## config.mk

```make
export PLATFORM = sky130hd
export DESIGN_NAME = funcao_lut_varredura
export DESIGN_NICKNAME = d
export VERILOG_FILES = /design/src/rtl/funcao_pkg.sv /design/src/rtl/contador_varredura.sv /design/src/rtl/funcao_lut_varredura.sv
export SDC_FILE = /design/constraint.sdc
export NUM_CORES = 1
export LEC_CHECK = 0
export CORE_MARGIN = 2
export CORE_UTILIZATION = 50
export CTS_BUF_LIST = sky130_fd_sc_hd__clkbuf_8
export DETAILED_ROUTE_END_ITERATION = 7
export PLACE_DENSITY = 0.86
export SLEW_MARGIN = 20
export SYNTH_ARGS = -nofsm -noshare
export SYNTH_HDL_FRONTEND = slang
export SYNTH_SLANG_ARGS = --single-unit
```

## constraint.sdc

```tcl
create_clock -name clk -period 2.57 [get_ports clk]
set_clock_uncertainty 0.2 [all_clocks]
set_input_delay 0.257 -clock clk [delete_from_list [all_inputs] [get_ports clk]]
set_output_delay 0.257 -clock clk [all_outputs]
set_load 0.02 [all_outputs]
```

## src/rtl/funcao_pkg.sv

```systemverilog
// Shared definitions for the programmable LUT function unit with truth-table sweep.
package funcao_pkg;

    typedef enum logic [1:0] {
        ST_IDLE  = 2'd0,
        ST_SWEEP = 2'd1,
        ST_DONE  = 2'd2
    } state_e;

    localparam int unsigned N_MIN = 1;
    localparam int unsigned N_MAX = 6;

    function automatic bit n_legal(input int unsigned n);
        return (n >= N_MIN) && (n <= N_MAX);
    endfunction

endpackage

```

## src/rtl/contador_varredura.sv

```systemverilog
// Up-counter with synchronous clear and enable; clear and enable together yield 1.
module contador_varredura #(
    parameter int unsigned W = 4
) (
    input  logic         clk_i,
    input  logic         rst_ni,
    input  logic         clr_i,
    input  logic         en_i,
    output logic [W-1:0] q_o,
    output logic         last_o
);

    logic [W-1:0] q_q, q_d;

    always_comb begin
        q_d = clr_i ? '0 : q_q;
        if (en_i) begin
            q_d = q_d + W'(1);
        end
    end

    always_ff @(posedge clk_i or negedge rst_ni) begin
        if (!rst_ni) begin
            q_q <= '0;
        end else begin
            q_q <= q_d;
        end
    end

    assign q_o    = q_q;
    assign last_o = (q_q == {W{1'b1}});

endmodule

```

## src/rtl/funcao_lut_varredura.sv

```systemverilog
// Programmable N-input Boolean function: single evaluations or a full truth-table sweep.
// Optional minterm counter enabled by defining FUNCAO_MINTERM_COUNT_EN.
module funcao_lut_varredura
    import funcao_pkg::*;
#(
    parameter int unsigned N    = 4,
    parameter int unsigned TT_W = 1 << N
) (
    input  logic            clk,
    input  logic            rst_n,
    input  logic            cfg_we,
    input  logic [TT_W-1:0] cfg_tt,
    input  logic            in_valid,
    input  logic [N-1:0]    in_x,
    output logic            in_ready,
    input  logic            sweep_start,
    output logic            out_valid,
    input  logic            out_ready,
    output logic [N-1:0]    out_x,
    output logic            out_f,
    output logic            sweep_busy,
    output logic            sweep_done
`ifdef FUNCAO_MINTERM_COUNT_EN
    ,
    output logic [N:0]      minterm_count
`endif
);

    if (!n_legal(N)) begin : g_bad_n
        $error("funcao_lut_varredura: N must be in 1..6");
    end

    state_e          state_q, state_d;
    logic [TT_W-1:0] tt_q, tt_d;
    logic            out_valid_q, out_valid_d;
    logic [N-1:0]    out_x_q, out_x_d;
    logic            out_f_q, out_f_d;
    logic            sweep_done_q, sweep_done_d;

    logic            slot_free;
    logic            load_en;
    logic [N-1:0]    load_x;
    logic            load_f;
    logic            idx_clr, idx_en, idx_last;
    logic [N-1:0]    idx;

    assign slot_free = !out_valid_q || out_ready;
    assign in_ready  = (state_q == ST_IDLE) && !sweep_start && slot_free;

    contador_varredura #(
        .W (N)
    ) u_idx (
        .clk_i  (clk),
        .rst_ni (rst_n),
        .clr_i  (idx_clr),
        .en_i   (idx_en),
        .q_o    (idx),
        .last_o (idx_last)
    );

    always_comb begin
        state_d      = state_q;
        tt_d         = tt_q;
        sweep_done_d = 1'b0;
        idx_clr      = 1'b0;
        idx_en       = 1'b0;
        load_en      = 1'b0;
        load_x       = '0;
        load_f       = 1'b0;
        case (state_q)
            ST_IDLE: begin
                if (cfg_we) begin
                    tt_d = cfg_tt;
                end
                if (sweep_start) begin
                    state_d = ST_SWEEP;
                    idx_clr = 1'b1;
                    // Entry 0 goes out on the start edge so results begin one cycle later.
                    if (slot_free) begin
                        load_en = 1'b1;
                        load_f  = tt_q[0];
                        idx_en  = 1'b1;
                    end
                end else if (in_valid && slot_free) begin
                    load_en = 1'b1;
                    load_x  = in_x;
                    load_f  = tt_q[in_x];
                end
            end
            ST_SWEEP: begin
                if (slot_free) begin
                    load_en = 1'b1;
                    load_x  = idx;
                    load_f  = tt_q[idx];
                    idx_en  = !idx_last;
                    if (idx_last) begin
                        state_d = ST_DONE;
                    end
                end
            end
            ST_DONE: begin
                if (slot_free) begin
                    state_d      = ST_IDLE;
                    sweep_done_d = 1'b1;
                end
            end
            default: state_d = ST_IDLE;
        endcase
    end

    always_comb begin
        out_valid_d = load_en || (out_valid_q && !out_ready);
        out_x_d     = load_en ? load_x : out_x_q;
        out_f_d     = load_en ? load_f : out_f_q;
    end

    always_ff @(posedge clk or negedge rst_n) begin
        if (!rst_n) begin
            state_q      <= ST_IDLE;
            tt_q         <= '0;
            out_valid_q  <= 1'b0;
            out_x_q      <= '0;
            out_f_q      <= 1'b0;
            sweep_done_q <= 1'b0;
        end else begin
            state_q      <= state_d;
            tt_q         <= tt_d;
            out_valid_q  <= out_valid_d;
            out_x_q      <= out_x_d;
            out_f_q      <= out_f_d;
            sweep_done_q <= sweep_done_d;
        end
    end

    assign out_valid  = out_valid_q;
    assign out_x      = out_x_q;
    assign out_f      = out_f_q;
    assign sweep_busy = (state_q != ST_IDLE);
    assign sweep_done = sweep_done_q;

`ifdef FUNCAO_MINTERM_COUNT_EN
    logic load_sweep, out_sweep_q, out_sweep_d, mc_en, mc_last_unused;

    // Marks slot contents produced by a sweep, so single evaluations never count.
    assign load_sweep  = (state_q != ST_IDLE) || sweep_start;
    assign out_sweep_d = load_en ? load_sweep : out_sweep_q;
    assign mc_en       = out_valid_q && out_ready && out_sweep_q && out_f_q;

    always_ff @(posedge clk or negedge rst_n) begin
        if (!rst_n) begin
            out_sweep_q <= 1'b0;
        end else begin
            out_sweep_q <= out_sweep_d;
        end
    end

    contador_varredura #(
        .W (N + 1)
    ) u_minterm (
        .clk_i  (clk),
        .rst_ni (rst_n),
        .clr_i  (idx_clr),
        .en_i   (mc_en),
        .q_o    (minterm_count),
        .last_o (mc_last_unused)
    );
`endif

endmodule

```

**Word level (Yosys, flattened, before mapping)**

Cells that the tools add are included.
W data, S select, Z words.

- Add/subtract/negate cells: 1
- Multiply operators: 0
- Div/mod/pow operators: 0
- Magnitude comparators: 2
- Equal/unequal tests: 7
- Shift-type cells: 0
- Multiplexer cells: 30
- Bitwise gates (word level): 0
- Reduce and logical (&&, ||, !) cells: 14

Operator list:

| operator | count |
|---|---|
| $mux W4 | 5 |
| $mux W1 | 14 |
| $lt A4 B5 Y1 const B | 2 |
| $bmux W1 S4 | 2 |
| $mux W2 | 4 |
| $ne A2 B2 Y1 const B | 4 |
| $pmux W4 S2 | 1 |
| $pmux W1 S2 | 3 |
| $pmux W2 S3 | 1 |
| $add A4 B1 Y4 const B | 1 |
| $eq A4 B4 Y1 const B | 1 |
| $logic_and A1 B1 Y1 | 4 |
| $logic_not A1 Y1 | 4 |
| $reduce_and A4 Y1 | 1 |
| $eq A2 B1 Y1 const B | 1 |
| $eq A2 B2 Y1 const B | 1 |
| $logic_not A2 Y1 | 1 |
| $logic_or A1 B1 Y1 | 2 |
| $reduce_and A2 Y1 | 1 |
| $reduce_bool A2 Y1 | 1 |

- Register bits after elaboration: 29
- Bits in latches: 0
- Bits in writable memories: 0
- Memory bits (read-only): 0
- Input bits: 26
- Memories: 0

**Depth between registers and ports, before layout**

Gate-level depths: netlist of run 1.

- Word-level depth: 7
- Gate-level depth with buffers: 6
- Gate-level depth less buffers: 6

**By module**

A second synthesis of run 1 with hierarchy kept.

- Cells, all modules: 115
- Area, all modules: 1497.7 um^2

Modules (own cells, without submodules):

| module | instances | cells an instance | area an instance (um^2) |
|---|---|---|---|
| funcao_lut_varredura | 1 | 98 | 1297.5 |
| contador_varredura | 1 | 17 | 200.2 |

**Least setup slack after synthesis of run 1**

No wires, ideal clock.

- Kind: register -> register
- Start point: reg state_q[1]
- End point: reg tt_q[10]
- Setup time: 0.125 ns
- Data arrival time: 1.493 ns
- Slack: 0.752 ns
- Stages on the path, launching flop included: 6
- Path buffers: 2
- Period minus slack after synthesis: 1.818 ns
- Path through: dfrtp_1 nor2_1 and2_1 buf_2 buf_2 mux2_2

- Cells in the longest elaborated chain, start to end: 2

Ends and longest elaborated chain:

| what | line | source |
|---|---|---|
| start: declaration | funcao_lut_varredura.sv:33 | `state_e state_q, state_d;` |
| start signal: assignment | funcao_lut_varredura.sv:126 | `state_q <= state_d;` |
| $logic_not A2 Y1 | funcao_lut_varredura.sv:70 | `case (state_q)` |
| $reduce_and A2 Y1 (no source line) | -- |  |
| end signal: assignment | funcao_lut_varredura.sv:127 | `tt_q <= tt_d;` |
| end: declaration | funcao_lut_varredura.sv:34 | `logic [TT_W-1:0] tt_q, tt_d;` |

No other way between the ends.
A chain may end at the register's enable or synchronous reset.

**Final worst setup path of run 1**

- Start point: in sweep_start
- End point: out in_ready

- Cells in the longest elaborated chain, start to end: 3

Ends and longest elaborated chain:

| what | line | source |
|---|---|---|
| start: declaration | funcao_lut_varredura.sv:16 | `input logic sweep_start,` |
| $logic_not A1 Y1 | funcao_lut_varredura.sv:48 | `assign in_ready = (state_q == ST_IDLE) && !sweep_start && slot_free;` |
| $logic_and A1 B1 Y1 (2 in series) | funcao_lut_varredura.sv:48 |  |
| end: declaration | funcao_lut_varredura.sv:15 | `output logic in_ready,` |

No other way between the ends.

==> results of run 1 <==
==> sequential cells by signal (all words and copies together) (netlist names) <==
register / count
out_valid: 1
state_q: 2
out_f: 1
u_idx.q_o: 4
sweep_done: 1
out_x: 4
tt_q: 16
==> where the power goes <==
group | total, mW | leakage, nW | internal [mW] | switching, mW
clock network | 0.412 | 0.0542 | 0.241 | 0.170
logic | 0.882 | 0.461 | 0.521 | 0.361
registers | 0.899 | 0.348 | 0.670 | 0.229
total | 2.19 | 0.864 | 1.43 | 0.760
==> worst max path at each step <==
stage,from,end,slack (ns),cells past startpoint
after detailed placement,in_x[0],out_f,0.19,5
after global routing,sweep_start,in_ready,0.18,4
after CTS,sweep_start,in_ready,0.25,4
after floorplan,state_q[1],tt_q[10],0.75,5
final,sweep_start,in_ready,0.24,4
after global placement,in_x[0],out_f,0.26,5
==> layout make-up <==
| cell class | count | area share (%) |
|---|---|---|
| flip-flops and latches | 29 | 36.3 |
| inverters | 5 | 0.940 |
| multi-input cells | 84 | 37.8 |
| repair buffers | 36 | 17.8 |
| well taps | 33 | 2.07 |
| clock buffers | 7 | 4.82 |
| clock inverters | 1 | 0.251 |
==> layer usage <==
metal	routed length, um	global-route usage [%]	share of wire [%]
met2	1720	35.9	52
met1	1290	23.6	39
met3	200	7.86	6.1
met5	0	0	0
met4	78	9.42	2.4
==> stage by stage <==
stage / worst slack [ns] / total power [mW] / cell area, um^2 / util (%)
global placement: 0.264 / 1.73 / 1900 / 63.7
global route: 0.184 / 2.35 / 2000 / 67.1
finish: 0.236 / 2.19 / 2000 / 67.1
detailed placement: 0.194 / 1.79 / 1900 / 63.7
CTS: 0.247 / 2.21 / 2000 / 67.1
floorplan: 0.752 / 1.49 / 1540 / -
==> cells in the final DEF (no fill, tap or decap), types with 3 or more instances in the layout <==
cell type        instances
and3_1                   4
mux4_1                   3
nand2_1                  7
mux2i_1                  5
inv_1                    5
clkdlybuf4s50_1         34
dfrtp_1                 29
nor2b_1                  5
nor2_1                   6
a21oi_1                  3
a222oi_1                 3
clkbuf_8                 7
mux2_2                  18
and2_1                   5
==> worst max-delay path: stages <==
cell             delay [ns]
clkdlybuf4s50_1        0.49
nor2_1                 0.32
and3_1                 0.21
clkdlybuf4s50_1        0.60
==> kinds of logic (layout without fill, tap and decap cells) <==
| kind of cell | after synthesis | after routing |
|---|---|---|
| mux | 28 | 28 |
| buf+inv | 12 | 49 |
| compound gates | 18 | 18 |
| fa+ha+maj | 1 | 1 |
| flops | 29 | 29 |
| xor+xnor | 2 | 2 |
| simple gates | 35 | 35 |
==> results by group, run 1 <==
Outcome
  – Run status: finished clean

Die
  – Die width: 59.5 um
  – IO Pins: 35
  – Starting Density: 51.6%
  – Rows: 20
  – Core Area: 2980 um^2
  – Die Area: 3530 um^2
  – Chip Height: 59.5 um

Route
  – Via/cell ratio: 5.79
  – Vias: 1129
  – WL final: 3290 um
  – DRC Markers: 0
  – DRT Pass-1 Iters: 4
  – Detail Route Antenna Nets: 0
  – Avg WL per Cell: 16.9 um
  – Initial drt markers: 34

Cells and area
  – Share of layout cells above drive strength 1: 19.1%
  – Fill cell count: 251
  – Storage element area: 726 um^2
  – Multi-input gate area: 754 um^2
  – N_diodes: 0
  – Area delta synth->final: 29.9%
  – Non-filler cells in the finished layout: 195
  – Fin nets: 188

Global route
  – Total grt overflow: 0
  – Tot GR Track Use: 21.2%
  – First-pass GRT wire length: 5340 um
  – Initial antenna violation count: 0
  – Number of global-route vias before repair: 1140
  – Pin count of the biggest net entering global routing: 30

Power and ir drop
  – Peak VDD IR: 0.581 mV
  – Leakage: 0.864 nW
  – PwrDens: 1100 nW/um^2

Logic synthesis
  – Ys flop type: dfrtp_1
  – Syn Area/Cell: 12.3 um^2
  – Mapped cell area: 1540 um^2
  – Cell variety after synth: 33
  – Synth Area in Adders: 0.814%
  – Post-Synthesis Net Count: 152
  – Largest area contributor in the netlist: dfrtp_1
  – Synth Area in XOR/XNOR: 1.14%
  – Mux share of post-synthesis cell area: 24.5%
  – Largest family of logic cells by synthesized area: multiplexers
  – Synth cell count leaders: dfrtp_1, mux2_2, nand2_1, nor2_1
  – EDFF count, synth: 0
  – Cell count after synthesis: 125
  – Post-Synth Simple-Gate Area: 12.3%
  – Async SR Flop Fraction: 100%
  – Synth warn: 0
  – Seq/Total Area, Yosys: 47.2%
  – Compound-gate portion of the synthesized area: 10.3%
  – Top cells by area, synth: dfrtp_1, mux2_2, mux4_1
  – Count leader, synth: dfrtp_1
  – #FFs+latches synth: 29
  – Synth top area share: 47.2%

Place
  – PortBufs: 34
  – Placed Instances: 187
  – Routability cong.: 0.854
  – Hpwl dp: 2530 um

Setup path
  – CP startpoint kind: input pin
  – CP Max Fanout: 5
  – CP Capture Type: primary output
  – Worst R2R Setup Slack: 0.59 ns
  – CP arrival: 1.88 ns
  – Worst R2R Path Depth: 3
  – Reg2Reg Capture Point: u_idx.q_o[1]
  – CP required: 2.11 ns
  – Launch point of the worst reg-to-reg path: u_idx.q_o[2]
  – WS Path Type: in2out

Clocking
  – Root Buffer: clkbuf_8
  – H-tree Lvls: 2
  – CTS sink cnt: 29
  – Reg clk slew, reported paths: 0.06 ns
  – Worst-skew pair later-pin latency: 0.28 ns
  – CTS tree: yes
  – CTS Buf Count: 5
  – CTS resizes: 0
  – Max clock buf depth: 2
  – Post-CTS Setup Bufs: 0
  – Hold_buf cts: 0

STA
  – Final Slew Violations: 0
  – Fmax: 0.428 GHz
  – Final Cycle Share: 90.8%
  – RSZ-0062 raised after global routing: false
  – Setup tns final: 0 ns
  – Final setup vio count: 0
  – Crit path time final: 2.33 ns
  – Final hold vios: 0
  – Worst hold slack: 0.159 ns
  – Slew HR: 72.1%
  – Worst-margin pin slew: 0.419 ns

Run
  – Total of max-cap violations: 0

Worst hold path
  – Hold Path Class: in2async
No activity file was read; power rests on OpenSTA's default activity.
==> run 2, diff against run 1 <==
Settings changed: SLEW_MARGIN 20 to 30.
==> results of run 2 <==
Final layout, timing and power as in run 1 (identical DEF).
==> RTL change 1 (flow settings as in run 1) <==
The 3 states of `state_e` get a one-hot encoding in 3 bits.
--- a/src/rtl/funcao_pkg.sv
+++ b/src/rtl/funcao_pkg.sv
@@ -3,6 +3,6 @@
 
-    typedef enum logic [1:0] {
-        ST_IDLE  = 2'd0,
-        ST_SWEEP = 2'd1,
-        ST_DONE  = 2'd2
+    typedef enum logic [2:0] {
+        ST_IDLE  = 3'b001,
+        ST_SWEEP = 3'b010,
+        ST_DONE  = 3'b100
     } state_e;
Behaviour: no difference found for any inputs over 10 cycles, from zero or initial values and one cycle with rst_n low; not proved beyond that.
==> RTL change 1 against run 1 <==
  * Largest power group is now combinational cells
  * Sequential share of layout area rose by 0.53 points
  * Design area rose by 2.1%
  * Sequential cell count rose by 1
  * Worst setup slack improved by 30 ps
  * Area after synthesis rose by 3.3%
  * Routed wire length rose by 0.37%
  * Total power fell by 1.9%
  * Count of clock-buffer cells in the layout fell by 2
==> RTL change 1: results (changes against run 1) <==
Synthesis
Sorting the synthesized cells by how often they occur yields sky130_fd_sc_hd__dfrtp_1 (29), sky130_fd_sc_hd__mux2_2 (18), sky130_fd_sc_hd__nand2_1 (16), sky130_fd_sc_hd__nor2_1 (9), sky130_fd_sc_hd__mux4_2 (6). The distinct cell type count after synthesis came to 36 (+9.1%). The synthesized netlist net count is 161 (+5.9%). By area the synthesized netlist is led by sky130_fd_sc_hd__dfrtp_1 (46%), sky130_fd_sc_hd__mux2_2 (13%), sky130_fd_sc_hd__mux4_2 (8.5%). The sequential fraction of the synthesis area is 47.4% (+0.17 points).

GRT
The pin count of the biggest net entering global routing is 31 (+3.3%). The met3 capacity usage during global routing is 5.97% (-1.9 points). The number of global-route vias before repair is 1268 (+11%).

The met1 track demand over resource in global routing is 25.6% (+2.0 points). The global-route wire length before repair is 5690 µm (+6.5%). The combined global-route utilization of all metal layers is 22.0% (+0.75 points).

Worst setup path
The cell with the largest stage delay on the worst path is sky130_fd_sc_hd__dfstp_2. The data arrival time of the critical path is 1850 ps (-30 ps). The maximum single-stage delay on the critical path was 580 ps (-20 ps).

Power
The leakage power total came to 0.000848 µW (-1.8%). The largest voltage drop on the vdd net is 0.611 mV (+5.1%).

Place
The last weighted congestion value of the routability-driven placer came to 0.862 (+0.88%). The worst setup timing slack at the placement stage was 282 ps (+87.2 ps). The half-perimeter wire length after detailed placement is 2560 µm (+1.3%).

Final layout
The layout cell share with drive strength beyond 1 is 21.6% (+2.5 points). The count of fill cells added during filler insertion is 237 (-5.6%).

Timing
The worst slew slack as a fraction of its limit was 54.3% (-18 points).

Route
The number of vias per cell is 5.57 (-3.8%). The number of design-rule violations left by the first detailed-router iteration is 35 (+2.9%). The final routed wire length divided by cell count is 15.3 µm (-9.0%).

Outcome
The run finished with clean final reports.
RTL change 1: changes by cell type in the layout (fill, tap and decap cells not counted), sizes merged, moves of 3 or more:
cell           run 1  this run
nand3b             0         3
a222oi             3         0
and3               4         0
nand2b             2         5
nor2               6        10
nand2              7        16
o21ai              0         5
RTL change 1: cell families after synthesis:
kind of cell	count (synthesis)	synth area share (%)
adders and majority gates	1	0.788
muxes	27	23.2
buffers and inverters	6	2.13
DFF	30	47.4
xor gates and xnor gates	2	1.10
AOI/OAI and AO/OA	19	8.35
and+or+nand+nor	49	17.1
RTL change 1: path summary, 6_finish.rpt:
path                                  from            to  slack [ps]  depth (start not counted)
worst max-delay path            state_q[0]    sweep_busy         270                          2
worst min-delay path                 rst_n  u_idx.q_o[2]         150                          2
worst max register to register  state_q[0]       tt_q[8]         460                          3
worst min register to register    out_x[0]      out_x[0]         310                          2
max in group asynchronous            rst_n    state_q[0]        1700                          2
min in group clk                  out_x[0]      out_x[0]         310                          2
RTL change 1: metrics by stage:
| step | hold slack, ps | util, % | cells | total power (µW) | cell area [µm²] |
|---|---|---|---|---|---|
| 2_1_floorplan | -239 | - | 134 | 1520 | 1590 |
| 3_3_place_gp | 314 | 64.8 | 208 | 1780 | 1960 |
| 3_5_place_dp | 306 | 64.8 | 208 | 1830 | 1960 |
| 4_1_cts | 172 | 67.3 | 215 | 2170 | 2040 |
| 5_1_grt | 197 | 67.4 | 215 | 2310 | 2040 |
| 6_report | 154 | 67.4 | 215 | 2150 | 2040 |
RTL change 1: where the power goes:
part | internal [µW] | switching, µW | total, µW
clock | 178 | 157 | 334
sequential | 684 | 214 | 898
combinational | 533 | 387 | 920
total | 1390 | 758 | 2150
RTL change 1: final cells by class:
type                    count  share of cell area [%]
multi-input cells          98                    39.3
flip-flops and latches     30                    36.9
repair buffers             35                    17.2
clock buffers               5                    3.37
well taps                  44                    2.70
clock inverters             2                   0.368
inverters                   1                   0.184
RTL change 1: what timing repair did:
item,4_1_cts,5_1_grt
gates resized for setup,0,1
endpoints found under the hold margin,0,0
setup endpoints to repair,0,1
RTL change 1: metal layers:
| metal | part of all wire (%) | wire length [µm] | vias to the layer above |
|---|---|---|---|
| li1 | - | - | 557 |
| met1 | 39 | 1270 | 598 |
| met2 | 55 | 1810 | 35 |
| met3 | 4.7 | 154 | 8 |
| met4 | 1.7 | 56 | 0 |
| met5 | 0 | 0 | - |
RTL change 1: critical path: cells and delay by family, from the launching register on:
family	cells	cell delay [ps]
DFF	1	580
and+or+nand+nor	1	430
buffers and inverters	1	560
==> RTL change 2 (settings of run 1) <==
Without the edit above. The parameter `N` goes from 4 to 6.
--- a/src/rtl/funcao_lut_varredura.sv
+++ b/src/rtl/funcao_lut_varredura.sv
@@ -5,3 +5,3 @@
 #(
-    parameter int unsigned N    = 4,
+    parameter int unsigned N    = 6,
     parameter int unsigned TT_W = 1 << N
Interface: changed (resized cfg_tt, in_x and out_x); port bits go from 35 to 87. The function was not compared with the original's and may differ.
==> RTL change 2 against run 1 <==
  * Area after synthesis increased to 2.8 times the old value
  * Die area increased to 2.7 times the old value
  * Sequential cell count increased by 52
  * Worst setup slack got worse by 150 ps
  * Total power increased by 88%
  * Global-route usage increased by 2.1 points
  * Critical path depth increased by 1
  * Sequential share of layout area increased by 0.13 points
  * Routed wire length increased to 3.2 times the old value
  * Final cell count increased to 2.7 times the old value
  * Clock power increased by 120%
  * Register-to-register slack got worse by 510 ps
  * Design area increased to 2.8 times the old value
  * Worst hold slack improved by 42 ps
==> RTL change 2: results (changes against run 1) <==
Route
The total wire length is 10500 µm (+220%). The number of vias per cell came to 6.01 (+3.9%). The total vias in the final route was 3211 (+180%).

Power
The power per cell area is 741 nW/µm² (-32%). The switching portion of total power is 32.8% (-1.9 points). The largest voltage drop on the vdd net is 0.380 mV (-35%).

Clock network
The deepest level of the CTS H-tree is 3 (+1).

Outcome
The run finished with clean final reports.

Synthesis
The XOR/XNOR share of the synthesized area is 0.401% (-0.74 points). The portion of netlist area occupied by mux cells is 34.4% (+9.9 points). The mean post-synth cell area is 13.1 µm² (+6.8%). The post-synthesis share of cell area spent on full adders, half adders and majority gates came to 0.287% (-0.53 points). The commonest cells after synthesis are sky130_fd_sc_hd__dfrtp_1 (81), sky130_fd_sc_hd__mux2_1 (41), sky130_fd_sc_hd__mux2_2 (37), sky130_fd_sc_hd__mux4_2 (16), sky130_fd_sc_hd__mux2i_1 (13).

The synthesized netlist net count is 409 (+170%). The fraction of the mapped netlist area in compound gates is 7.03% (-3.3 points).

Final layout
The fraction of area in clock buffers and inverters is 3.51% (-1.6 points). The post-layout net count is 498 (+160%). The non-clock buffer total of the final layout came to 101 (+180%). The number of flip-flops and latches was 81 (+180%). The multi-input logic cell count came to 216 (+160%). The layout cell share with drive strength beyond 1 is 20.7% (+1.5 points). The count of fill cells added during filler insertion is 628 (+150%). The fraction of cell area in non-clock buffers came to 18.2% (+0.38 points).

Worst setup path
On the critical path the largest part of the delay comes from multiplexers.

GRT
The pin count of the biggest net entering global routing was 65 (+120%). The global-route wire length before repair is 17300 µm (+220%). The number of global-route vias before repair is 3311 (+190%).

Place
The last weighted congestion value of the routability-driven placer came to 0.944 (+10%). The area of placed instances was 5360 µm² (+180%). The count of buffers from port buffering is 86 (+150%). The number of placed cells counting well taps is 517 (+180%).

Timing
The transition time at the pin with the least slew margin is 459 ps (+40.6 ps).
RTL change 2: power by group through the flow:
stage          logic [µW]  clock network (µW)  registers, µW
5_1_grt              1580                1000           1770
6_report             1460                 926           1740
2_1_floorplan        1020                   0           1670
3_3_place_gp         1390                   0           1740
3_5_place_dp         1440                   0           1760
4_1_cts              1450                 944           1730
RTL change 2: path summary, 6_finish.rpt:
path,startpoint,end,slack [ps],depth (start not counted)
max reg2reg,u_idx.q_o[1],out_f,80,5
min in group clk,cfg_tt[0],tt_q[0],290,2
min reg2reg,tt_q[32],tt_q[32],320,1
max in group asynchronous,rst_n,u_idx.q_o[1],1360,3
max,u_idx.q_o[1],out_f,80,5
min,rst_n,tt_q[62],200,2
RTL change 2: metrics by stage:
stage / power (µW) / setup WS, ps
2_1_floorplan: 2700 / 246
3_3_place_gp: 3140 / -200
3_5_place_dp: 3190 / -225
4_1_cts: 4130 / 7.32
5_1_grt: 4340 / 9.77
6_report: 4130 / 84.1
RTL change 2: what timing repair did:
| item | CTS | global route |
|---|---|---|
| gates cloned | 0 | 0 |
| endpoints found under the setup margin | 1 | 1 |
| pin swaps | 0 | 0 |
| hold buffers | 1 | 0 |
| endpoints found under the hold margin | 37 | 0 |
| gates resized for setup | 1 | 1 |
RTL change 2: layer usage:
layer	part of all wire (%)	wire length, µm	GRT usage [%]	vias up
met3	8.3	869	5.47	26
li1	-	-	-	1431
met2	48	5040	36.9	183
met4	2.1	224	8.01	0
met1	42	4350	31.7	1571
met5	0	0	0	-
RTL change 2: kinds of logic (layout without fill, tap and decap cells):
group	after synthesis	in the layout
compound gates	42	42
xor+xnor	2	2
fa+ha+maj	1	1
buf+inv	35	129
flops	81	81
mux	112	112
simple gates	59	59
